File: src/rtl/fetch_ctrl_if.sv
// rtl/fetch_ctrl_if.sv - instruction-memory request/response bus for fetch_ctrl
interface fetch_ctrl_if;
  logic        imem_req;
  logic [31:0] imem_addr;
  logic        imem_ready;
  logic        imem_rvalid;
  logic [31:0] imem_rdata;

  modport master (
    output imem_req,
    output imem_addr,
    input  imem_ready,
    input  imem_rvalid,
    input  imem_rdata
  );

  modport slave (
    input  imem_req,
    input  imem_addr,
    output imem_ready,
    output imem_rvalid,
    output imem_rdata
  );
endinterface

File: src/rtl/fetch_ctrl.sv
// rtl/fetch_ctrl.sv - fetch-stage sequencer: imem requests, stalls, redirects, timeout
module fetch_ctrl #(
  parameter int unsigned TIMEOUT = 255
) (
  input  logic         clk,
  input  logic         rst,
  input  logic         stall,
  input  logic         branch_taken,
  input  logic         trap,
  input  logic         mret,
  input  logic [31:0]  pc,
  fetch_ctrl_if.master imem,
  output logic [31:0]  inst,
  output logic         pc_en,
  output logic         PC_src,
  output logic         IF_ID_en,
  output logic         IF_flush,
  output logic         fetch_fault
);

  localparam logic [31:0] NOP = 32'h0000_0013;
  // TIMEOUT=0 still needs a one-bit counter so the declarations stay legal
  localparam int CW = (TIMEOUT > 0) ? $clog2(TIMEOUT + 1) : 1;
  localparam logic [CW-1:0] TMAX = CW'(TIMEOUT);

  typedef enum logic [1:0] {
    S_REQ   = 2'd0,
    S_WAIT  = 2'd1,
    S_HOLD  = 2'd2,
    S_FAULT = 2'd3
  } state_t;

  state_t        state_q, state_d;
  logic          drop_q, drop_d;
  logic [31:0]   buf_q, buf_d;
  logic [CW-1:0] cnt_q, cnt_d;

  logic        tm_redir;
  logic        br_redir;
  logic        redir;
  logic [CW:0] cnt_inc;
  logic        tmo_hit;
  logic        deliver;
  logic        fault;

  // redirect qualification and timeout comparison shared by next-state and outputs
  always_comb begin
    tm_redir = trap | mret;
    // a faulted fetch unit only restarts through trap/mret
    br_redir = branch_taken && (state_q != S_FAULT) && !tm_redir;
    redir    = tm_redir | br_redir;
    cnt_inc  = {1'b0, cnt_q} + {{CW{1'b0}}, 1'b1};
    tmo_hit  = (TIMEOUT != 0) && (cnt_inc >= (CW + 1)'(TIMEOUT));
    deliver  = !stall && !redir &&
               (((state_q == S_WAIT) && !drop_q && imem.imem_rvalid) ||
                (state_q == S_HOLD));
  end

  // next-state: transaction tracking, stale-response discard, hold buffer, timeout
  always_comb begin
    state_d = state_q;
    drop_d  = drop_q;
    buf_d   = buf_q;
    cnt_d   = cnt_q;
    fault   = 1'b0;
    case (state_q)
      S_REQ: begin
        // a redirect before acceptance simply moves the request to the new PC;
        // one accepted in the same cycle has to be tagged stale
        if (imem.imem_ready) begin
          state_d = S_WAIT;
          cnt_d   = '0;
          drop_d  = redir;
        end
      end
      S_WAIT: begin
        if (imem.imem_rvalid) begin
          if (redir || drop_q) begin
            state_d = S_REQ;
            drop_d  = 1'b0;
          end else if (stall) begin
            buf_d   = imem.imem_rdata;
            state_d = S_HOLD;
          end else begin
            state_d = S_REQ;
          end
        end else begin
          if (redir) begin
            drop_d = 1'b1;
          end
          // saturate so a redirect on the deadline cycle re-fires the fault next cycle
          cnt_d = tmo_hit ? TMAX : cnt_inc[CW-1:0];
          if (tmo_hit && !tm_redir) begin
            fault   = 1'b1;
            state_d = S_FAULT;
          end
        end
      end
      S_HOLD: begin
        if (redir) begin
          buf_d   = NOP;
          state_d = S_REQ;
        end else if (!stall) begin
          state_d = S_REQ;
        end
      end
      S_FAULT: begin
        if (tm_redir) begin
          state_d = S_REQ;
          cnt_d   = '0;
          drop_d  = 1'b0;
        end
      end
      default: begin
        state_d = S_REQ;
      end
    endcase
  end

  // pipeline control outputs, redirect priority trap/mret > branch > stall > delivery
  always_comb begin
    inst     = NOP;
    pc_en    = 1'b0;
    PC_src   = 1'b0;
    IF_ID_en = 1'b1;
    IF_flush = 1'b1;
    if (tm_redir) begin
      // the fetch stage loads the trap/mret target itself
      IF_ID_en = 1'b0;
      IF_flush = 1'b0;
    end else if (br_redir) begin
      pc_en  = 1'b1;
      PC_src = 1'b1;
    end else if (stall) begin
      IF_ID_en = 1'b0;
      IF_flush = 1'b0;
    end else if (deliver) begin
      inst     = (state_q == S_HOLD) ? buf_q : imem.imem_rdata;
      pc_en    = 1'b1;
      IF_flush = 1'b0;
    end
    // otherwise a bubble: flush IF/ID so a held instruction is never replayed
  end

  assign imem.imem_req  = (state_q == S_REQ);
  assign imem.imem_addr = pc;
  assign fetch_fault    = fault;

  // state registers
  always_ff @(posedge clk or posedge rst) begin
    if (rst) begin
      state_q <= S_REQ;
      drop_q  <= 1'b0;
      buf_q   <= NOP;
      cnt_q   <= '0;
    end else begin
      state_q <= state_d;
      drop_q  <= drop_d;
      buf_q   <= buf_d;
      cnt_q   <= cnt_d;
    end
  end

endmodule

File: src/flat_wrapper.sv
// flat-port wrapper written by rule: the top's interface ports become plain ports
module fetch_ctrl_flat 
#(
  parameter int unsigned TIMEOUT = 255
)
  (clk, rst, stall, branch_taken, trap, mret, pc, inst, pc_en, PC_src, IF_ID_en, IF_flush, fetch_fault, imem_imem_req, imem_imem_addr, imem_imem_ready, imem_imem_rvalid, imem_imem_rdata);
  fetch_ctrl_if imem_i ();
  input  logic clk;
  input  logic rst;
  input  logic stall;
  input  logic branch_taken;
  input  logic trap;
  input  logic mret;
  input  logic [31:0] pc;
  output logic [31:0] inst;
  output logic pc_en;
  output logic PC_src;
  output logic IF_ID_en;
  output logic IF_flush;
  output logic fetch_fault;
  output wire logic [$bits(imem_i.imem_req)-1:0] imem_imem_req;
  output wire logic [$bits(imem_i.imem_addr)-1:0] imem_imem_addr;
  input wire logic [$bits(imem_i.imem_ready)-1:0] imem_imem_ready;
  input wire logic [$bits(imem_i.imem_rvalid)-1:0] imem_imem_rvalid;
  input wire logic [$bits(imem_i.imem_rdata)-1:0] imem_imem_rdata;
  assign imem_imem_req = imem_i.imem_req;
  assign imem_imem_addr = imem_i.imem_addr;
  assign imem_i.imem_ready = imem_imem_ready;
  assign imem_i.imem_rvalid = imem_imem_rvalid;
  assign imem_i.imem_rdata = imem_imem_rdata;
  fetch_ctrl #(.TIMEOUT(TIMEOUT)) u_core (.clk(clk), .rst(rst), .stall(stall), .branch_taken(branch_taken), .trap(trap), .mret(mret), .pc(pc), .imem(imem_i), .inst(inst), .pc_en(pc_en), .PC_src(PC_src), .IF_ID_en(IF_ID_en), .IF_flush(IF_flush), .fetch_fault(fetch_fault));
endmodule
File: config.mk
export PLATFORM = sky130hd
export DESIGN_NAME = fetch_ctrl_flat
export DESIGN_NICKNAME = d
export VERILOG_FILES = /design/src/rtl/fetch_ctrl_if.sv /design/src/rtl/fetch_ctrl.sv /design/src/flat_wrapper.sv
export SDC_FILE = /design/constraint.sdc
export NUM_CORES = 1
export LEC_CHECK = 0
export CORE_ASPECT_RATIO = 0.8
export CORE_UTILIZATION = 30
export DETAILED_ROUTE_END_ITERATION = 8
export PLACE_DENSITY = 0.61
export RECOVER_POWER = 100
export SYNTH_ARGS = -nofsm -noshare
export SYNTH_HDL_FRONTEND = slang
export SYNTH_SLANG_ARGS = --single-unit
File: constraint.sdc
create_clock -name clk -period 2.8 [get_ports clk]
set_input_delay 0.56 -clock clk [delete_from_list [all_inputs] [get_ports clk]]
set_output_delay 0.56 -clock clk [all_outputs]
set_load 0.01 [all_outputs]
-- Word level (Yosys, flattened, before mapping)
Index checks and enable logic that the tools add are counted.
Widths: inputs -> output; s select.
- add/subtract/negate cells: 1
- order comparisons: 1
- eq/ne operators: 15
- mux-type cells: 46
- bitwise operators: 2
- reductions and logical operators: 20
- operator list (cell ; number):
    $mux 32 ; 9
    $pmux 32 s2 ; 1
    $mux 8 ; 4
    $pmux 8 s3 ; 1
    $mux 1 ; 21
    $mux 2 ; 8
    $ne 2x2->1 const B ; 5
    $reduce_and 5->1 ; 2
    $add 8x1->9 const B ; 1
    $ge 9x8->1 const B ; 1
    $pmux 2 s4 ; 1
    $reduce_and 4->1 ; 2
    $logic_and 1x1->1 ; 7
    $ne 2x1->1 const B ; 3
    $ne 3x2->1 const B ; 2
    $ne 3x3->1 const B ; 2
    $eq 2x2->1 const B ; 2
    $logic_not 1->1 ; 4
    $pmux 1 s3 ; 1
    $reduce_bool 3->1 ; 1
    $eq 2x1->1 const B ; 1
    $logic_not 2->1 ; 1
    $logic_or 1x1->1 ; 2
    $or 1x1->1 ; 2
    $reduce_bool 2->1 ; 1
- flip-flop bits (word level): 43
- bits of input ports: 72
- logic and storage cells: 89

-- Longest topological paths before layout
- depth in word-level cells: 11
- mapped depth: 8
- gate-level depth less buffers: 7

-- Worst setup path before layout
Ideal clock, no wire load.
- kind: input -> output
- start point: in mret
- end point: out inst[10]
- arrival time: 1.793 ns
- path slack: 0.447 ns
- cell stages on the path: 8
- path buffers: 3
- cell sequence: or2_1 > buf_6 > a21oi_4 > o21ai_2 > or2_1 > buf_6 > buf_8 > a21oi_2
- cells in the longest elaborated chain, start to end: 11
- ends and longest elaborated chain (what ; RTL line ; source):
    from (decl) ; flat_wrapper.sv:13 ; input logic mret;
    $or 1x1->1 * ; fetch_ctrl.sv:48 ; tm_redir = trap | mret;
    $logic_not 1->1 ; fetch_ctrl.sv:50 ; br_redir = branch_taken && (state_q != S_FAULT) && !tm_redir;
    $logic_and 1x1->1 ; fetch_ctrl.sv:50 ;
    $or 1x1->1 ; fetch_ctrl.sv:51 ; redir = tm_redir | br_redir;
    $logic_not 1->1 ; fetch_ctrl.sv:54 ; deliver = !stall && !redir &&
    $logic_and 1x1->1 (2 in series) ; fetch_ctrl.sv:54 ;
    $mux 32 ; fetch_ctrl.sv:137 ; end else if (deliver) begin
    $mux 32 ; fetch_ctrl.sv:134 ; end else if (stall) begin
    $mux 32 ; fetch_ctrl.sv:131 ; end else if (br_redir) begin
    $mux 32 * ; fetch_ctrl.sv:127 ; if (tm_redir) begin
    to (decl) ; flat_wrapper.sv:15 ; output logic [31:0] inst;
Mark *: on every way between the ends. The rest lies on a longest branch, timed or not.

-- Worst setup path in the final report
- start point: in stall
- end point: out IF_flush
- cells in the longest elaborated chain, start to end: 7
- ends and longest elaborated chain (what ; RTL line ; source):
    from (decl) ; flat_wrapper.sv:10 ; input logic stall;
    $logic_not 1->1 ; fetch_ctrl.sv:54 ;
    $logic_and 1x1->1 (2 in series) ; fetch_ctrl.sv:54 ;
    $mux 1 ; fetch_ctrl.sv:137 ;
    $mux 1 * ; fetch_ctrl.sv:134 ;
    $mux 1 * ; fetch_ctrl.sv:131 ;
    $mux 1 * ; fetch_ctrl.sv:127 ;
    to (decl) ; flat_wrapper.sv:19 ; output logic IF_flush;
Marked as above.

==> run_results.csv <==
group,metric,value,unit
timing,slew_violations,0,
synthesis,yosysMostFrequentCell,"nand2_1",
power,peakVddDrop,343,uV
critical_path,cp_slowest_stage_delay,0.56,ns
layout,fin_area,3870,um^2
routing,drc,0,
critical_path,cp_data_arrival_time,2.18,ns
synthesis,ys_top_cells_by_count,"nand2_1 (70), o21ai_0 (43), dfrtp_1 (40)",
global_routing,grt_pass1_vias,2666,
layout,areaGrowthSynthToFinish,31.3,%
routing,dr.pass1.iters,4,
critical_path,r2r_cells,8,
min_path,min_from,"u_core.buf_q[4]",
global_routing,antenna_found_initial,0,
timing,layout_min_cycle_time,2.74,ns
cts,cts_root_buffer,"clkbuf_16",
routing,vias,2764,
synthesis,synth-async-reset-ratio,100,%
floorplanning,fp.dieW,113,um
timing,skew,0.00549,ns
synthesis,synth-edff-count,0,
timing,rsz0062_at_grt,"no",
synthesis,synth_area,2950,um^2
floorplanning,coreArea,9310,um^2
synthesis,ys_seq_area_share,36.6,%
cts,ctsHoldBuffers,0,
placement,hpwl,5390,um
synthesis,yosysTopAreaCell,"dfrtp_1",
critical_path,start_kind,"primary input",
run,cap_violations,0,
layout,nets,531,
timing,tightest_slew,0.850,ns
critical_path,crit-reg2reg-launch,"u_core.state_q[0]",
timing,period_share,97.8,%
synthesis,synth_ff_type,"dfrtp_1",
layout,antenna_cells,0,
placement,io_buffers,77,
placement,gp_congestion,0.829,
routing,drtAntennaViolNets,0,
floorplanning,dieArea,10200,um^2
routing,via_per_inst,4.82,
layout,drive_gt1_share,17.5,%
synthesis,postSynthAreaPerCell,7.50,um^2
run_status,status,"complete, no violations",
routing,avgRoutedWirePerCell,13.7,um
synthesis,synth_fp_nets,467,
critical_path,critPathMaxFanout,4,
cts,clkSinkCount,43,
critical_path,crit_required,2.24,ns
routing,drt_iter0_drc,156,
floorplanning,dieHeight,90.6,um
synthesis,synthTopCellsByArea,"dfrtp_1 (34%), nand2_1 (8.9%), buf_4 (8.7%)",
cts,cts_tree,"built",
timing,clock.fmax,365,MHz
placement,placed_area,3780,um^2
cts,htree_levels,2,
critical_path,crit_path_end_kind,"primary output",
synthesis,ys_warn_count,0,
critical_path,worstSetupPathType,"in -> out",
critical_path,reg2reg_slack,0.69,ns
floorplanning,ioPinCount,142,
power,pwr_density_cell,533,nW/um^2
floorplanning,initial_utilization,31.7,%
timing,finalHoldViolCount,0,
critical_path,cp_cell_sequence,"dlygate4sd3_1, clkbuf_1, a21oi_1, and2_1, clkdlybuf4s50_1",
critical_path,cp_slowest_cell,"dlygate4sd3_1",
cts,clock_latency,0.28,ns
critical_path,crit_family,"buffers and inverters",
timing,setup_violations,0,
power,power.leakage,1.70,nW
cts,max-clock-path-buffers,2,
critical_path,path_buf_inv,3,
synthesis,ys_seq_elements,43,
cts,cts_buffers,5,
synthesis,yosysTopAreaCellShare,34.0,%
power,p_total,2.06,mW
synthesis,synthCells,393,
synthesis,synth.distinct_cells,45,
cts,clkSlewWorstSetupHoldPaths,0.06,ns
timing,timing.slew.headroom,43.4,%
global_routing,grt_max_degree,35,
global_routing,grt.overflow.total,0,
layout,n_fill_cell,990,
min_path,min_path_cells,2,
critical_path,startpoint,"stall",
routing,routed_wl,7850,um
global_routing,grt.total_usage,15.9,%
critical_path,rr_endpoint,"u_core.buf_q[15]",
min_path,holdPathEnd,"u_core.buf_q[4]",
floorplanning,num_rows,31,
critical_path,crit_cells,5,
min_path,min_path_type,"reg -> reg",
global_routing,grt_pass1_wl,12900,um
-- layout make-up --
cell class	instances	area (um^2)	share of cell area, %
multi-input cells	261	1400	36.2
flip-flops and latches	43	1080	27.9
repair buffers	113	931	24.1
well taps	115	144	3.72
clock buffers	6	129	3.33
inverters	33	124	3.20
clock inverters	2	60.1	1.55
-- tightest hold or removal path, delay by kind of cell, from the launching register on --
family | cells | cell delay [ns]
DFF | 1 | 0.37
AOI/OAI and AO/OA | 1 | 0.04
and+or+nand+nor | 1 | 0.09
-- flip-flops by register name (all words and copies together), names as in the netlist --
signal,cells
u_core.state_q,2
u_core.buf_q,32
u_core.cnt_q,8
u_core.drop_q,1
-- metal layers --
metal,track usage [%],wire length (um),vias to the layer above
met1,23.0,4090,1266
met5,0,0,-
li1,-,-,1410
met2,23.7,3350,73
met3,2.89,315,15
met4,5.11,97,0
-- repair_timing --
item / in CTS / in global routing
buffers inserted: 0 / 0
resized for setup: 129 / 9
pin swaps: 1 / 5
gates cloned: 2 / 1
setup endpoints to repair: 36 / 34
-- cell families after synthesis --
logic type	synth area share, %
AND/OR/NAND/NOR	23.1
buffers and inverters	16.8
flip-flops	36.6
adder cells (fa/ha/maj)	0.849
XOR/XNOR	0.297
AO/OA/AOI/OAI	22.3
-- power breakdown --
part	total [mW]	switching (mW)	internal [mW]
registers	0.900	0.0974	0.803
logic	0.418	0.205	0.213
clock network	0.744	0.232	0.511
-- worst max-delay path by stage --
stage                              to  slack [ns]
after floorplan              inst[10]        0.45
after global placement       inst[22]       -0.34
after detailed placement     inst[17]       -0.37
after CTS                 fetch_fault       -0.11
after global routing          inst[6]        0.01
final                        IF_flush        0.06
-- cells in the final DEF (no fill, tap or decap), types with 3 or more instances in the layout --
cell | netlist | routed
a21oi_1 | 31 | 29
a21oi_2 | 10 | 12
a31oi_1 | 3 | 3
and2_1 | 3 | 3
buf_2 | 5 | 4
buf_4 | 34 | 23
clkbuf_1 | 14 | 21
clkbuf_16 | 0 | 6
clkbuf_2 | 0 | 14
clkdlybuf4s50_1 | 0 | 35
dfrtp_1 | 40 | 39
dfstp_2 | 3 | 3
dlygate4sd2_1 | 0 | 4
dlygate4sd3_1 | 0 | 5
dlymetal6s2s_1 | 0 | 3
inv_1 | 33 | 33
nand2_1 | 70 | 69
nand2b_1 | 5 | 5
nand3_1 | 35 | 35
nor2_1 | 21 | 20
nor3_1 | 3 | 3
o21ai_0 | 43 | 44
-- stage by stage --
step / util (%) / cells / setup slack [ns] / TNS [ns] / hold slack (ns)
after floorplan: - / 393 / 0.447 / 0 / 0.482
after global placement: 40.6 / 562 / -0.341 / -10.0 / 0.492
after detailed placement: 40.6 / 562 / -0.366 / -10.54 / 0.498
after CTS: 41.7 / 572 / -0.108 / -0.180 / 0.504
after global routing: 41.6 / 573 / 0.0126 / 0 / 0.510
final: 41.6 / 573 / 0.0611 / 0 / 0.505
Power figures use the tool's default switching activity.
